**config.mk**
```make
export PLATFORM = sky130hd
export DESIGN_NAME = line_window_buffer
export DESIGN_NICKNAME = d
export VERILOG_FILES = /design/src/rtl/line_window_buffer_pkg.sv /design/src/rtl/line_window_buffer_line_store.sv /design/src/rtl/line_window_buffer.sv
export SDC_FILE = /design/constraint.sdc
export NUM_CORES = 1
export LEC_CHECK = 0
export CAP_MARGIN = 20
export CELL_PAD_IN_SITES_DETAIL_PLACEMENT = 1
export CELL_PAD_IN_SITES_GLOBAL_PLACEMENT = 1
export CORE_MARGIN = 5
export CORE_UTILIZATION = 42
export DETAILED_ROUTE_END_ITERATION = 7
export MAX_ROUTING_LAYER = met4
export PLACE_DENSITY = 0.89
export SYNTH_ARGS = -nofsm -noshare
export SYNTH_HDL_FRONTEND = slang
export SYNTH_SLANG_ARGS = --single-unit
```
**constraint.sdc**
```tcl
create_clock -name Clock -period 2.15 [get_ports Clock]
set_clock_uncertainty 0.05 [all_clocks]
set_input_delay 0.645 -clock Clock [delete_from_list [all_inputs] [get_ports Clock]]
set_output_delay 0.645 -clock Clock [all_outputs]
set_load 0.05 [all_outputs]
```
**src/rtl/line_window_buffer_pkg.sv**
```systemverilog
// rtl/line_window_buffer_pkg.sv - default geometry constants and window tap-offset helper
package line_window_buffer_pkg;

  localparam int DEF_PIXEL_WIDTH  = 1;
  localparam int DEF_IMAGE_WIDTH  = 7;
  localparam int DEF_IMAGE_HEIGHT = 5;
  localparam int DEF_WINDOW_SIZE  = 3;
  localparam int DEF_ADDR_WIDTH   = 3;

  // Bit offset of window tap (r,c); r=0 is the oldest line, c=0 the oldest column.
  function automatic int tap_offset(input int r, input int c, input int n, input int pw);
    return (r * n + c) * pw;
  endfunction

endpackage

```
**src/rtl/line_window_buffer_line_store.sv**
```systemverilog
// rtl/line_window_buffer_line_store.sv - one image line of pixels, sync write / async read, no reset
module line_store #(
  parameter int PixelWidth = 1,
  parameter int Depth      = 7,
  parameter int AddrWidth  = 3
) (
  input  logic                  clk,
  input  logic                  wr_en,
  input  logic [AddrWidth-1:0]  addr,
  input  logic [PixelWidth-1:0] wr_data,
  output logic [PixelWidth-1:0] rd_data
);

  logic [PixelWidth-1:0] line_mem [Depth];

  always_ff @(posedge clk) begin
    if (wr_en) begin
      line_mem[addr] <= wr_data;
    end
  end

  assign rd_data = line_mem[addr];

endmodule

```
**src/rtl/line_window_buffer.sv**
```systemverilog
// rtl/line_window_buffer.sv - raster line buffer producing an N x N sliding pixel window
// Optional FrameDone output enabled by LINEBUF_FRAME_DONE_EN.
module line_window_buffer
  import line_window_buffer_pkg::*;
#(
  parameter int PixelWidth  = DEF_PIXEL_WIDTH,
  parameter int ImageWidth  = DEF_IMAGE_WIDTH,
  parameter int ImageHeight = DEF_IMAGE_HEIGHT,
  parameter int WindowSize  = DEF_WINDOW_SIZE,
  parameter int AddrWidth   = DEF_ADDR_WIDTH
) (
  input  logic                                           Clock,
  input  logic                                           Reset,
  input  logic                                           InValid,
  input  logic [PixelWidth-1:0]                          InData,
  input  logic                                           FrameStart,
  output logic                                           OutValid,
  output logic [WindowSize*WindowSize*PixelWidth-1:0]    Window,
  output logic [AddrWidth-1:0]                           Col,
  output logic [AddrWidth-1:0]                           Row
`ifdef LINEBUF_FRAME_DONE_EN
  ,
  output logic                                           FrameDone
`endif
);

  localparam int N       = WindowSize;
  localparam int WinBits = N * N * PixelWidth;
  localparam logic [AddrWidth-1:0] LastCol  = AddrWidth'(ImageWidth - 1);
  localparam logic [AddrWidth-1:0] LastRow  = AddrWidth'(ImageHeight - 1);
  localparam logic [AddrWidth-1:0] FirstTap = AddrWidth'(N - 1);

  logic [AddrWidth-1:0]  col_q, col_d;
  logic [AddrWidth-1:0]  row_q, row_d;
  logic [AddrWidth-1:0]  acc_col, acc_row;
  logic                  out_valid_q, out_valid_d;
  logic [WinBits-1:0]    window_q, window_d;
  logic [PixelWidth-1:0] line_rd [N-1];
  logic [PixelWidth-1:0] tap_col [N];

  // A pixel arriving with FrameStart is taken as (0,0) regardless of the counters.
  assign acc_col = FrameStart ? '0 : col_q;
  assign acc_row = FrameStart ? '0 : row_q;

  for (genvar k = 0; k < N - 1; k++) begin : g_line
    logic [PixelWidth-1:0] wr_data;
    if (k == N - 2) begin : g_newest
      assign wr_data = InData;
    end else begin : g_older
      assign wr_data = line_rd[k+1];
    end
    line_store #(
      .PixelWidth(PixelWidth),
      .Depth     (ImageWidth),
      .AddrWidth (AddrWidth)
    ) u_line (
      .clk    (Clock),
      .wr_en  (InValid),
      .addr   (acc_col),
      .wr_data(wr_data),
      .rd_data(line_rd[k])
    );
  end

  always_comb begin
    for (int k = 0; k < N - 1; k++) begin
      tap_col[k] = line_rd[k];
    end
    tap_col[N-1] = InData;
  end

  always_comb begin
    col_d       = col_q;
    row_d       = row_q;
    out_valid_d = 1'b0;
    window_d    = window_q;
    if (InValid) begin
      out_valid_d = (acc_row >= FirstTap) && (acc_col >= FirstTap);
      if (acc_col == LastCol) begin
        col_d = '0;
        row_d = (acc_row == LastRow) ? '0 : acc_row + 1'b1;
      end else begin
        col_d = acc_col + 1'b1;
        row_d = acc_row;
      end
      for (int r = 0; r < N; r++) begin
        for (int c = 0; c < N; c++) begin
          if (c < N - 1) begin
            window_d[tap_offset(r, c, N, PixelWidth) +: PixelWidth] =
              window_q[tap_offset(r, c + 1, N, PixelWidth) +: PixelWidth];
          end else begin
            window_d[tap_offset(r, c, N, PixelWidth) +: PixelWidth] = tap_col[r];
          end
        end
      end
    end else if (FrameStart) begin
      col_d = '0;
      row_d = '0;
    end
  end

`ifdef LINEBUF_FRAME_DONE_EN
  logic frame_done_q, frame_done_d;

  always_comb begin
    frame_done_d = InValid && (acc_row == LastRow) && (acc_col == LastCol);
  end

  always_ff @(posedge Clock or posedge Reset) begin
    if (Reset) begin
      frame_done_q <= 1'b0;
    end else begin
      frame_done_q <= frame_done_d;
    end
  end

  assign FrameDone = frame_done_q;
`endif

  always_ff @(posedge Clock or posedge Reset) begin
    if (Reset) begin
      col_q       <= '0;
      row_q       <= '0;
      out_valid_q <= 1'b0;
      window_q    <= '0;
    end else begin
      col_q       <= col_d;
      row_q       <= row_d;
      out_valid_q <= out_valid_d;
      window_q    <= window_d;
    end
  end

  assign OutValid = out_valid_q;
  assign Window   = window_q;
  assign Col      = col_q;
  assign Row      = row_q;

endmodule
```
* Yosys cells after proc, flatten, opt, wreduce, memory -nomap -nowiden *
Memory sizes are Yosys's and may differ from the RTL's. A register that Yosys moved wholly into a read port is not among the register bits.
Index checks and enable logic that the tools add are counted.

operators by class
  divide/modulo/power cells = 0
  reductions and logical operators = 1
  eq/ne operators = 2
  shift operators = 0
  $lt $le $gt $ge = 2
  muxes and demuxes = 10
  add/sub/neg operators = 2
  bitwise gates (word level) = 0
  multiply operators = 0

operators by type and width
  cell                   number
  $mux W3                7
  $add A3 B1 Y3 const B  2
  $eq A3 B3 Y1 const B   2
  $ge A3 B2 Y1 const B   2
  $mux W1                3
  $logic_and A1 B1 Y1    1

storage, ports and cells
  word-level logic and storage cells = 23
  bits in latches = 0
  bits in writable memories = 14
  memory bits (read-only) = 0
  memories kept = 2
  register bits after elaboration = 16
  output and inout bits = 16
  input port bits = 5

memories
  memory                     words  bits a word  rd ports  clocked after memory_dff  write ports  line                                 text
  g_line[0].u_line.line_mem  7      1            1         1                         1            line_window_buffer_line_store.sv:14  logic [PixelWidth-1:0] line_mem [Depth];
  g_line[1].u_line.line_mem  7      1            1         0                         1            line_window_buffer_line_store.sv:14

* Longest topological paths before layout *
Gate-level depths: netlist of run 1.

  depth in word-level cells = 5
  mapped depth = 5
  mapped depth without buffers = 3

* Hierarchy *
A second synthesis of run 1 with hierarchy kept.

unflattened totals
  cells, all modules = 114
  area total of the unflattened synthesis = 1371.3 µm²

by module, submodules not included
  module              times used  area an instance (µm²)  seq. area each (µm²)  cells an instance
  line_window_buffer  1           733.2                   400.4                 62
  line_store          2           319.1                   210.2                 26

* Least setup slack after synthesis of run 1 *
No wires, ideal clock.

  kind = register to register
  start point = reg col_q[0], in the netlist Col[0]
  end point = mem g_line[0].u_line.line_mem[0], data pin
  setup slack = 0.223 ns
  buffers on the path = 2
  data required time = 1.799 ns
  cell stages (with the launch flop) = 6
  clock period less this slack = 1.927 ns
  library setup time = 0.301 ns
  arrival = 1.576 ns
  path through = dfrtp_1 -> clkbuf_2 -> buf_2 -> mux2i_1 -> a2bb2oi_1 -> nand3_1

on the way
  longest elaborated chain between the ends = 2

RTL lines
  what                          line                                 text
  start, declared               line_window_buffer.sv:33             logic [AddrWidth-1:0] col_q, col_d;
  start signal, assigned        line_window_buffer.sv:127            col_q <= col_d;
  $mux W3                       --
  $mem_v2 Z7 W1                 --
  net g_line[0].u_line.wr_data  line_window_buffer_line_store.sv:10  input logic [PixelWidth-1:0] wr_data,
  end, declared                 line_window_buffer_line_store.sv:14

The timed path passes the listed nets, and every way through them passes these cells.

* Worst setup path after layout of run 1 *
  start point = in FrameStart
  end point = mem g_line[0].u_line.line_mem[0], data pin

on the way
  longest elaborated chain between the ends = 2

RTL lines
  what                          line                                 text
  start, declared               line_window_buffer.sv:16             input logic FrameStart,
  $mux W3                       --
  $mem_v2 Z7 W1                 --
  net g_line[0].u_line.wr_data  line_window_buffer_line_store.sv:10

The timed path passes the listed nets, and every way through them passes these cells.

==> results of run 1 <==
==> cells in the final DEF, fill, tap and decap left out, types with 4 or more instances in the layout <==
master,n
a21oi_1,5
nand2_1,5
nor2_1,13
edfxtp_1,14
dfrtp_1,16
clkdlybuf4s50_1,4
buf_4,24
nor2b_1,4
mux2_2,10
inv_1,4
clkbuf_4,5
==> registers in the layout, summed over array words and instances, names as in the netlist <==
register,count
Col,3
Window,9
Row,3
g_line.u_line.line_mem,14
OutValid,1
==> logic make-up (layout without fill, tap and decap cells) <==
family | count (synthesis) | after routing
AOI/OAI and AO/OA | 16 | 16
muxes | 12 | 12
and+or+nand+nor | 41 | 41
DFF | 30 | 30
buffers and inverters | 11 | 43
xor gates and xnor gates | 1 | 1
==> worst paths after layout <==
check,from,cells past startpoint,to
setup reg to reg,Col[1]$_DFF_PP0_,3,g_line[0].u_line.line_mem[0]$_DFFE_PP_
hold / removal,Window[3]$_DFFE_PP0P_,1,Window[3]$_DFFE_PP0P_
min in group asynchronous,Reset,2,Window[5]$_DFFE_PP0P_
setup / recovery,FrameStart,4,g_line[0].u_line.line_mem[0]$_DFFE_PP_
hold reg to reg,Window[3]$_DFFE_PP0P_,1,Window[3]$_DFFE_PP0P_
max in group asynchronous,Reset,2,Row[0]$_DFF_PP0_
==> critical path: cells and delay by family <==
family                 cells  cell delay [ps]
buffers and inverters      1              600
and+or+nand+nor            2              480
AOI/OAI and AO/OA          1              220
==> power by group through the flow <==
stage          clock, uW  combinational [uW]  sequential [uW]
4_1_cts              358                 396              702
2_1_floorplan          0                 121              834
6_report             344                 394              702
5_1_grt              396                 415              711
3_5_place_dp           0                 394              714
3_3_place_gp           0                 383              710
==> per-stage QoR <==
step | hold slack [ps] | TNS (ps) | total power [uW]
floorplan | 508.7 | 0 | 954.9
global placement | 444.8 | -346.3 | 1094
detailed placement | 452.2 | -1542 | 1108
CTS | 476.5 | 0 | 1457
global route | 493.1 | 0 | 1522
finish | 473.7 | 0 | 1440
==> final cells by class <==
cell class              count  area (um^2)  share of cell area
repair buffers             31        280.3              0.1622
inverters                   4        15.01            0.008689
clock buffers               7        55.05             0.03186
flip-flops and latches     30        820.8              0.4750
well taps                  44        55.05             0.03186
clock inverters             1        5.005            0.002896
multi-input cells          70        496.7              0.2875
==> routing by layer <==
metal,vias up,GRT usage,share of wire
met2,29,0.2957,0.51
met3,2,0.05228,0.048
met5,-,-,0
met4,0,0.05316,0.0015
met1,511,0.2130,0.44
li1,459,-,-
==> flow_summary.json, run 1 <==
{
  "status": "finished, final reports clean",
  "fp.dieW_um": 67.01,
  "p_per_area_nw_per_um2": 833.5,
  "clk_latency_ps": 320,
  "drtIter0Drc": 37,
  "finalSetupViolCount": 0,
  "ys_top_cells_by_area": "edfxtp_1, dfrtp_1, mux2_2",
  "io_pins": 21,
  "synth_cell_types": 32,
  "grt_pass1_vias": 1079,
  "clockPowerShare": 0.239,
  "clk_pin_slew_worst_paths_ps": 90,
  "fin_nets": 147,
  "drv_cap": 0,
  "cts_root_buf": "clkbuf_4",
  "irDropWorstVdd_mv": 0.6075,
  "ys.flop_type": "dfrtp_1",
  "synthSimpleGateAreaFrac": 0.1852,
  "path_cells": "clkdlybuf4s50_1 > and3b_1 > o21ai_0 > nand3_1",
  "cts_resized": 0,
  "grt_overflow": 0,
  "place.gp.congestion": 0.8291,
  "fillers": 323,
  "ys_seq_area_frac": 0.6013,
  "required_ps": 2090,
  "ys_seq_elements": 30,
  "final_util": 0.5614,
  "dpl.cell_count": 179,
  "max_stage_delay_ps": 600,
  "finalWorstSetupSlack_ps": 138.6,
  "synthCells": 111,
  "track_usage": 0.1798,
  "wl_um": 3343,
  "cts-htree-levels": 2,
  "netSwitchingPower_uw": 480.0,
  "synth_fa_ha_area_frac": 0,
  "rrSetupSlack_ps": 330,
  "p_leak_uw": 0.0007287,
  "synth_top_family_by_area": "simple AND/OR/NAND/NOR gates",
  "dp_slack_ps": -173.4,
  "via_count": 1001,
  "area_growth_pct": 26.58,
  "fin_area_um2": 1728,
  "crit_type": "in2reg",
  "syn-num-nets": 116,
  "die_h_um": 67.01,
  "diodes": 0,
  "core_um2": 3078,
  "arrival_ps": 1950,
  "wl_per_cell_um": 17.88,
  "tightest_slew_ps": 620.0,
  "grt_pass1_wl_um": 5616,
  "drc_errors": 0,
  "yosysWarnings": 0,
  "instances_no_fill": 187,
  "dr.pass1.iters": 4,
  "synth-compound-area-share": 0.07516,
  "period_minus_slack_ps": 2011,
  "numCtsBuffers": 5,
  "netlist_area_um2": 1365,
  "switching_share": 0.3333,
  "final_hold_viol_count": 0,
  "yosysMostFrequentCell": "dfrtp_1",
  "drive_above_1_share": 0.3217,
  "antenna_found_initial": 0,
  "dpl.hpwl_um": 2480,
  "synthMuxAreaShare": 0.09716,
  "cts_setup_buffers": 0,
  "pwr-share-seq": 0.488,
  "clk_path_buf_depth": 2,
  "synth_top_cell_area_share": 0.3080,
  "slowest_stage": "clkdlybuf4s50_1",
  "die-area_um2": 4490,
  "synth-async-reset-ratio": 0.5333,
  "syn_avg_cell_area_um2": 12.30,
  "worstSetupStartpointType": "input port",
  "power.share.combinational": 0.273,
  "synth_commonest_cells": "dfrtp_1, edfxtp_1, nor2_1, mux2_2",
  "grt_max_degree": 17,
  "placed_area_um2": 1668,
  "rows": 20,
  "numClockSinks": 30,
  "max_freq_mhz": 497.2,
  "yosys.area.top_type": "edfxtp_1",
  "cts_hold_buf": 0,
  "rsz0062_at_grt": "false",
  "worst_setup_path_end_kind": "flop",
  "synth_edf_count": 14,
  "antenna_left": 0,
  "slew_viol_final": 0,
  "internal-power_uw": 960.2,
  "io_buffers": 20,
  "slew_headroom": 0.5862,
  "cts_tree": "done",
  "start_util": 0.4435,
  "period_share": 0.9355,
  "via_per_inst": 5.353,
  "synth_xor_area_frac": 0.006416,
  "path_max_fanout": 8,
  "hold_class": "reg2reg"
}
Note: power is estimated with default switching activity, not from simulation.
==> run 2, diff against run 1 <==
CORE_UTILIZATION = 45   (was 42)
PLACE_DENSITY = 0.93   (was 0.89)
clock period = 2.4 ns   (was 2.15 ns; I/O delays follow)
==> flow_summary.json, run 2 (synthesis results as in run 1) <==
{
  "track_usage": 0.1836,
  "grt_pass1_wl_um": 5520,
  "final_cell_mix": "dfrtp_1, edfxtp_1, clkdlybuf4s50_1",
  "tightest_slew_ps": 615.4,
  "grt_max_degree": 19,
  "largest-register": "g_line.u_line.line_mem",
  "cts_setup_buffers": 0,
  "clk_pin_slew_worst_paths_ps": 90,
  "diodes": 0,
  "dpl.hpwl_um": 2369,
  "antenna_found_initial": 0,
  "start_util": 0.4584,
  "area_growth_pct": 22.91,
  "drtIter0Drc": 64,
  "clk_path_buf_depth": 2,
  "period_share": 0.9606,
  "p_leak_uw": 0.0006942,
  "slowest_stage": "clkdlybuf4s50_1",
  "max_stage_delay_ps": 820,
  "worst_setup_path_end_kind": "output pin",
  "via_per_inst": 5.579,
  "largest_register_ff_count": 14,
  "cts-htree-levels": 2,
  "placed_area_um2": 1619,
  "core_um2": 2978,
  "die_h_um": 65.08,
  "rsz0062_at_grt": "false",
  "place.gp.congestion": 0.8095,
  "wl_um": 3244,
  "instances_no_fill": 171,
  "die-area_um2": 4235,
  "numClockSinks": 30,
  "path_cells": "clkdlybuf4s50_1",
  "fp.dieW_um": 65.08,
  "io_buffers": 20,
  "crit_type": "reg2out",
  "drive_above_1_share": 0.2174,
  "wl_per_cell_um": 18.97,
  "rrSetupSlack_ps": 490,
  "fin_area_um2": 1678,
  "hold_class": "reg2reg",
  "via_count": 954,
  "slew_viol_final": 0,
  "clk_latency_ps": 330,
  "grt_pass1_vias": 1094,
  "io_pins": 21,
  "final_common_cell": "dfrtp_1",
  "cts_tree": "done",
  "slew_headroom": 0.5893,
  "fin_nets": 142,
  "path_max_fanout": 3,
  "required_ps": 1630,
  "drv_cap": 0,
  "arrival_ps": 1540,
  "dpl.cell_count": 163,
  "cts_root_buf": "clkbuf_4",
  "status": "finished, final reports clean",
  "antenna_left": 0,
  "p_per_area_nw_per_um2": 755.2,
  "finalSetupViolCount": 0,
  "period_minus_slack_ps": 2306,
  "fillers": 326,
  "rows": 20,
  "final_hold_viol_count": 0,
  "numCtsBuffers": 5,
  "path_buf_inv": 1,
  "dr.pass1.iters": 4,
  "drc_errors": 0,
  "worstSetupStartpointType": "flop",
  "grt_overflow": 0,
  "max_freq_mhz": 433.7,
  "critPathTopFamily": "buffers and inverters",
  "irDropWorstVdd_mv": 0.3888
}
==> run 2: cell types whose count changed in the layout (fill, tap and decap cells not counted) <==
| cell | previous run | this run |
|---|---|---|
| buf_12 | 3 | 1 |
| clkdlybuf4s50_1 | 4 | 14 |
| buf_4 | 24 | 10 |
| dlygate4sd2_1 | 0 | 1 |
==> run 2: report_power, final <==
group | internal, uW | total [uW] | switching [uW]
Combinational | 122 | 327 | 204
Clock | 142 | 308 | 167
Sequential | 586 | 632 | 46.0
==> run 2: timing repair <==
action | in CTS | in global routing
gates resized for setup | 1 | 0
setup endpoints to repair | 1 | 0
hold buffers | 0 | 0
==> run 2: metal layers <==
metal / wire, um / track usage / vias up
li1: - / - / 450
met1: 1361 / 0.2020 / 479
met2: 1694 / 0.3142 / 19
met3: 129 / 0.05026 / 6
met4: 58 / 0.07513 / 0
met5: 0 / - / -
==> run 2: worst register-to-register path: cells and delay by family, from the launching register on <==
| kind | cells | cell delay, ps |
|---|---|---|
| muxes | 1 | 410 |
| AOI/OAI and AO/OA | 1 | 200 |
| DFF | 1 | 700 |
| and+or+nand+nor | 1 | 230 |
==> run 2: layout make-up <==
type / count / area [um^2] / area share
inverter: 4 / 15.01 / 0.008949
sequential: 30 / 820.8 / 0.4892
tap: 33 / 41.29 / 0.02461
multi-input combinational: 70 / 496.7 / 0.2960
clock buffer: 7 / 55.05 / 0.03281
timing repair buffer: 26 / 244.0 / 0.1454
clock inverter: 1 / 5.005 / 0.002983
==> run 2: per-stage QoR <==
| step | hold WS [ps] | TNS, ps | worst slack, ps | total power [uW] | utilization |
|---|---|---|---|---|---|
| 2_1_floorplan | 520.9 | 0 | 473.1 | 855.5 | - |
| 3_3_place_gp | 439.3 | 0 | 84.04 | 961.0 | 0.5437 |
| 3_5_place_dp | 448.9 | -458.3 | -65.61 | 975.4 | 0.5437 |
| 4_1_cts | 469.4 | 0 | 60.93 | 1290 | 0.5634 |
| 5_1_grt | 489.4 | 0 | 18.40 | 1341 | 0.5634 |
| 6_report | 460.9 | 0 | 94.45 | 1267 | 0.5634 |
==> run 2: worst paths after layout <==
check                                      start                                     end  depth (start not counted)
max                        Window[2]$_DFFE_PP0P_                               Window[2]                          1
min                        Window[0]$_DFFE_PP0P_                   Window[0]$_DFFE_PP0P_                          1
max reg2reg                     Col[0]$_DFF_PP0_  g_line[0].u_line.line_mem[4]$_DFFE_PP_                          3
min reg2reg                Window[0]$_DFFE_PP0P_                   Window[0]$_DFFE_PP0P_                          1
max in group asynchronous                  Reset                        Row[0]$_DFF_PP0_                          2
min in group asynchronous                  Reset                   Window[3]$_DFFE_PP0P_                          2
